--- src/rtl/chunked_add_sequencer.sv ---
// Wide adder front end that time-multiplexes one CHUNK-bit ripple adder over N = WIDTH/CHUNK slices.
// Optional subtract support is enabled by defining CHUNKADD_SUB_EN.

module ripple_carry_adder #(
   parameter int NUMBITS = 8
) (
   input  logic [NUMBITS-1:0] A,
   input  logic [NUMBITS-1:0] B,
   input  logic               carryin,
   output logic [NUMBITS-1:0] result,
   output logic               carryout
);

   always_comb begin : ripple
      logic c;
      c      = carryin;
      result = '0;
      for (int i = 0; i < NUMBITS; i++) begin
         result[i] = A[i] ^ B[i] ^ c;
         c         = (A[i] & B[i]) | (c & (A[i] ^ B[i]));
      end
      carryout = c;
   end

endmodule

// state | meaning
// IDLE  | waiting for operands, in_ready high
// RUN   | one slice per cycle through the shared adder
// DONE  | result held until the consumer takes it
module chunked_add_sequencer #(
   parameter int WIDTH = 32,
   parameter int CHUNK = 8
) (
   input  logic             clk,
   input  logic             reset,
   input  logic             in_valid,
   output logic             in_ready,
   input  logic [WIDTH-1:0] A,
   input  logic [WIDTH-1:0] B,
   input  logic             carryin,
   input  logic             sub,
   output logic             out_valid,
   input  logic             out_ready,
   output logic [WIDTH-1:0] result,
   output logic             carryout
);

   localparam int N     = WIDTH / CHUNK;
   localparam int IDX_W = (N > 1) ? $clog2(N) : 1;

   typedef enum logic [1:0] {
      IDLE = 2'd0,
      RUN  = 2'd1,
      DONE = 2'd2
   } state_t;

   state_t             state_q, state_d;
   logic [WIDTH-1:0]   a_q, a_d;
   logic [WIDTH-1:0]   b_q, b_d;
   logic [WIDTH-1:0]   result_q, result_d;
   logic               carry_q, carry_d;
   logic [IDX_W-1:0]   idx_q, idx_d;

   logic [CHUNK-1:0]   slice_a;
   logic [CHUNK-1:0]   slice_b;
   logic [CHUNK-1:0]   slice_sum;
   logic               slice_cout;

   logic               sub_eff;
   logic [WIDTH-1:0]   b_load;
   logic               carry_load;

`ifdef CHUNKADD_SUB_EN
   assign sub_eff = sub;
`else
   // Port kept so both builds share one port list; value has no effect here.
   logic sub_unused;
   assign sub_unused = sub;
   assign sub_eff    = 1'b0;
`endif

   assign b_load     = sub_eff ? ~B   : B;
   assign carry_load = sub_eff ? 1'b1 : carryin;

   assign slice_a = a_q[idx_q*CHUNK +: CHUNK];
   assign slice_b = b_q[idx_q*CHUNK +: CHUNK];

   ripple_carry_adder #(
      .NUMBITS (CHUNK)
   ) u_adder (
      .A        (slice_a),
      .B        (slice_b),
      .carryin  (carry_q),
      .result   (slice_sum),
      .carryout (slice_cout)
   );

   always_comb begin
      state_d  = state_q;
      a_d      = a_q;
      b_d      = b_q;
      result_d = result_q;
      carry_d  = carry_q;
      idx_d    = idx_q;
      unique case (state_q)
         IDLE: begin
            if (in_valid) begin
               a_d      = A;
               b_d      = b_load;
               carry_d  = carry_load;
               result_d = '0;
               idx_d    = '0;
               state_d  = RUN;
            end
         end
         RUN: begin
            result_d[idx_q*CHUNK +: CHUNK] = slice_sum;
            carry_d = slice_cout;
            if (idx_q == IDX_W'(N-1)) begin
               state_d = DONE;
            end else begin
               idx_d = idx_q + IDX_W'(1);
            end
         end
         DONE: begin
            if (out_ready) begin
               state_d = IDLE;
            end
         end
         default: state_d = IDLE;
      endcase
   end

   always_ff @(posedge clk or negedge reset) begin
      if (!reset) begin
         state_q  <= IDLE;
         a_q      <= '0;
         b_q      <= '0;
         result_q <= '0;
         carry_q  <= 1'b0;
         idx_q    <= '0;
      end else begin
         state_q  <= state_d;
         a_q      <= a_d;
         b_q      <= b_d;
         result_q <= result_d;
         carry_q  <= carry_d;
         idx_q    <= idx_d;
      end
   end

   assign in_ready  = (state_q == IDLE);
   assign out_valid = (state_q == DONE);
   assign result    = result_q;
   // Outside DONE the carry register holds a partial or input carry, so mask it.
   assign carryout  = (state_q == DONE) & carry_q;

endmodule

--- config.mk ---
export PLATFORM = sky130hd
export DESIGN_NAME = chunked_add_sequencer
export DESIGN_NICKNAME = d
export VERILOG_FILES = /design/src/rtl/chunked_add_sequencer.sv
export SDC_FILE = /design/constraint.sdc
export NUM_CORES = 1
export LEC_CHECK = 0
export ABC_AREA = 0
export CAP_MARGIN = 5
export CELL_PAD_IN_SITES_DETAIL_PLACEMENT = 1
export CELL_PAD_IN_SITES_GLOBAL_PLACEMENT = 1
export CORE_AREA = 2 2 125 97
export DETAILED_ROUTE_END_ITERATION = 16
export DIE_AREA = 0 0 127 99
export PLACE_DENSITY_LB_ADDON = 0.3
export SYNTH_ARGS = -nofsm -noshare
export SYNTH_HDL_FRONTEND = slang
export SYNTH_HIERARCHICAL = 1
export SYNTH_SLANG_ARGS = --single-unit
--- constraint.sdc ---
create_clock -name clk -period 6 [get_ports clk]
set_input_delay 1.2 -clock clk [delete_from_list [all_inputs] [get_ports clk]]
set_output_delay 1.2 -clock clk [all_outputs]
set_load 0.01 [all_outputs]
==> results.md <==
* Met3 track utilization from global routing at around 6.4%
* Count of non-filler cells in the finished layout at 540
* Drt initial violations at roughly 140
* Number of flip-flops and latches in the synthesized netlist at 101
* Sum of net half-perimeters after detailed placement at about 7500 um
* Vias per Instance at roughly 5.3
* Largest driver fanout on the critical path at 8
* Fillers at 1100
* Remaining global-route overflow at 0
* Weighted congestion at the end of routability-driven global placement at between 0.7 and 0.8
* Quantity of I/O buffers inserted on ports at 103
* Crit path launch type: flop
* Met2 Usage GRT at approximately 27%
* Arrival time of the worst setup path at 5.14 ns
* Result of the run: completed
* CP most frequent cell: fa_1
* # setup viols final at 0
* Cells resized by post-CTS repair at 0
* Largest vdd supply drop at 0.000260 V
* Remaining number of nets flagged by the antenna check after routing at 0
* Antenna violations before repair at 0
* Leading area contributor after synthesis: dfrtp_1
* Post-synth cell types at 26
* Final design utilization at 53.4%
* Wire length of the first global-routing pass at 17000 um
* Area share of the largest cell type after synthesis at 55.5%
* Total negative slack for setup checks at 0 ns
* Pins over their slew limit at 0
* Netlist area before placement at about 4600 um^2
* Worst reg2reg path endpoint: result[15]
* Met1 routing resource usage after global routing at between 20% and 30%
* TritonCTS Buffers at 9
* Number of hold-repair buffers added at the cts stage at 0
* First drt pass iteration count at 4
* Largest net degree at the start of global routing at 84
* Worst Reg-to-Reg Cells at 14
* Routed length per instance at 19.3 um
* Slew at the pin closest to its max-slew limit at 1.04 ns
* Standard cell with the maximum stage delay on the critical path: dfrtp_1
* Setup slack of the worst register-to-register path at 1.14 ns
* Unrepaired setup endpoints after global routing: false
* Via count at 2870
* Number of sinks on the clock net at roughly 100
* Total DRC errors in the routed layout at 0
* Nets@finish at 476
* Total inserted antenna cells at 0
* Maximum clock path buffer count at 2
* Global-route usage over all layers at 17.7%
* Final Cycle Share at a little over 80%
* Worst-path clk slew at roughly 0.06 ns
* Core region area at 11300 um^2
* Number of hold violations in the final report at 0
* Final worst path period need at a little under 5 ns
* Total of max-cap violations at 0
* Power density over the cells at 598 nW/um^2
* CTS tree: built
* CP max stage delay at 0.68 ns
* Number of buffer and inverter stages on the critical path at 4
* Critical path start-end classification: reg -> reg
* Root buffer selected by CTS: clkbuf_16
* Mapped Cells at 287
* Post-Synthesis Net Count at around 370
* Yosys warning count at 6
* Grt peak-use layer: met2
* Synthesized area per cell at between 15 and 20 um^2
* Number of levels in the clock H-tree at 3
* Floorplan die height at 99 um
* Placed instance count at 525
* Timing-limited maximum frequency at 206 MHz
* Critical path endpoint: result[15]
* Worst Hold Class: reg -> reg
* Via count of the first global-routing pass at 3081
* Required time reported for the critical path endpoint at between 6 and 7 ns
* Portion of the post-synthesis area used by sequential elements at 55.5%
* Synthesis-to-finish area growth at 32.5%
* Leakage Power at approximately 2.6 nW
* Horizontal die dimension at 127 um
* Max-slew headroom at between 30% and 40%
* Number of setup buffers added after CTS at 0
* Share of final-layout standard cells stronger than drive strength 1 at between 10% and 20%
* Element type at the critical path end: flop
* Critical path's top delay family: adder cells
* Worst setup skew after layout at just under 0.006 ns
* Die Footprint at between 10000 and 15000 um^2
* Number of placement rows at 34
* Routed wire length at roughly 10000 um
* Count of cell instances traversed by the critical path at 14
* Startpoint of the worst-slack reg-to-reg timing path: idx_q[0]
* Source of the critical timing path: idx_q[0]
* Ranking of synthesized cells by area: dfrtp_1 55%, mux2_1 15%, mux4_2 7.9%
* Clock latency at the later pin of the worst-skew pair at 0.34 ns
* Ordered cell list for the critical path: mux4_2 -> fa_1 -> inv_1 -> fa_1 -> inv_1 -> fa_1 -> fa_1 -> fa_1 -> fa_1 -> fa_1 -> inv_1 -> fa_1 -> inv_1 -> a22o_1
* Initial cell density of the core at 40.3%
* IO Pins at 105
[worst reg2reg max path, stage by stage, from the launching register on]
cell and delay (ns):
dfrtp_1 0.68, mux4_2 0.62, fa_1 0.44, inv_1 0.08, fa_1 0.16, inv_1 0.05
fa_1 0.38, fa_1 0.42, fa_1 0.39, fa_1 0.40, fa_1 0.38, inv_1 0.09
fa_1 0.42, inv_1 0.13, a22o_1 0.15
[logic make-up (layout without fill, tap and decap cells)]
kind of cell / Yosys count / after routing / share of synthesized area, %
DFF: 101 / 101 / 55.5
muxes: 81 / 81 / 24.0
AOI/OAI and AO/OA: 44 / 44 / 8.18
buffers and inverters: 26 / 135 / 3.38
and+or+nand+nor: 21 / 21 / 3.84
adders and majority gates: 14 / 14 / 5.16
[cell usage in the layout, fill, tap and decap left out, types with 6 or more instances in the layout]
master,count
a22o_1,36
mux4_2,16
clkbuf_16,9
ha_1,6
clkdlybuf4s50_1,102
fa_1,8
mux2_1,60
inv_1,13
dfrtp_1,101
[sequential cells by signal (all words and copies together) (netlist names)]
register,count
result,32
idx_q,2
carry_q,1
state_q,2
b_q,32
a_q,32
[through the flow]
stage | total power, mW | cell area [um^2] | hold slack [ns] | worst slack (ns)
3_3_place_gp | 2.86 | 5690 | 0.463 | 1.27
5_1_grt | 3.85 | 6040 | 0.495 | 0.905
3_5_place_dp | 2.94 | 5690 | 0.470 | 1.17
4_1_cts | 3.64 | 6040 | 0.487 | 1.10
6_report | 3.61 | 6040 | 0.483 | 1.14
2_1_floorplan | 2.33 | 4560 | 0.452 | 1.44
[layer usage]
layer	up-vias	routed length (um)
met3	13	791
li1	1269	-
met5	-	0
met2	88	4740
met1	1500	4760
met4	0	118
[worst min path at each step]
stage,start,end,slack (ns),cells past startpoint
floorplan,a_q[16],a_q[16],0.45,1
global placement,b_q[18],b_q[18],0.46,1
detailed placement,b_q[18],b_q[18],0.47,1
CTS,b_q[31],b_q[31],0.49,1
global route,a_q[31],a_q[31],0.50,1
finish,a_q[31],a_q[31],0.48,1
[Yosys cell counts]
library cell and number:
dfrtp_1 101, mux2_1 60, a22o_1 36, mux4_2 16, inv_1 13, fa_1 8, buf_6 6, ha_1 6
mux2_2 5, nand2_1 5, a21o_1 4, buf_2 3, nand2b_1 3, nor4b_4 3, a21oi_1 2, and2_1 2
buf_4 2, nand3b_1 2, nor2_1 2, nor2b_1 2, a221o_1 1, buf_1 1, clkbuf_1 1, nand2b_2 1
nor3_2 1, o21bai_1 1
[power by group]
| part | switching (mW) | internal (mW) |
|---|---|---|
| Sequential | 0.207 | 0.996 |
| Clock | 0.245 | 0.427 |
| Combinational | 0.870 | 0.865 |
| Total | 1.32 | 2.29 |
[layout make-up]
cell class,instances,area (um^2),share of cell area [%]
tap,144,180,2.98
sequential,101,2530,41.8
inverter,13,48.8,0.808
multi-input combinational,160,1880,31.1
clock inverter,4,95.1,1.57
clock buffer,11,253,4.18
timing repair buffer,107,1060,17.5
Power figures use the tool's default switching activity.
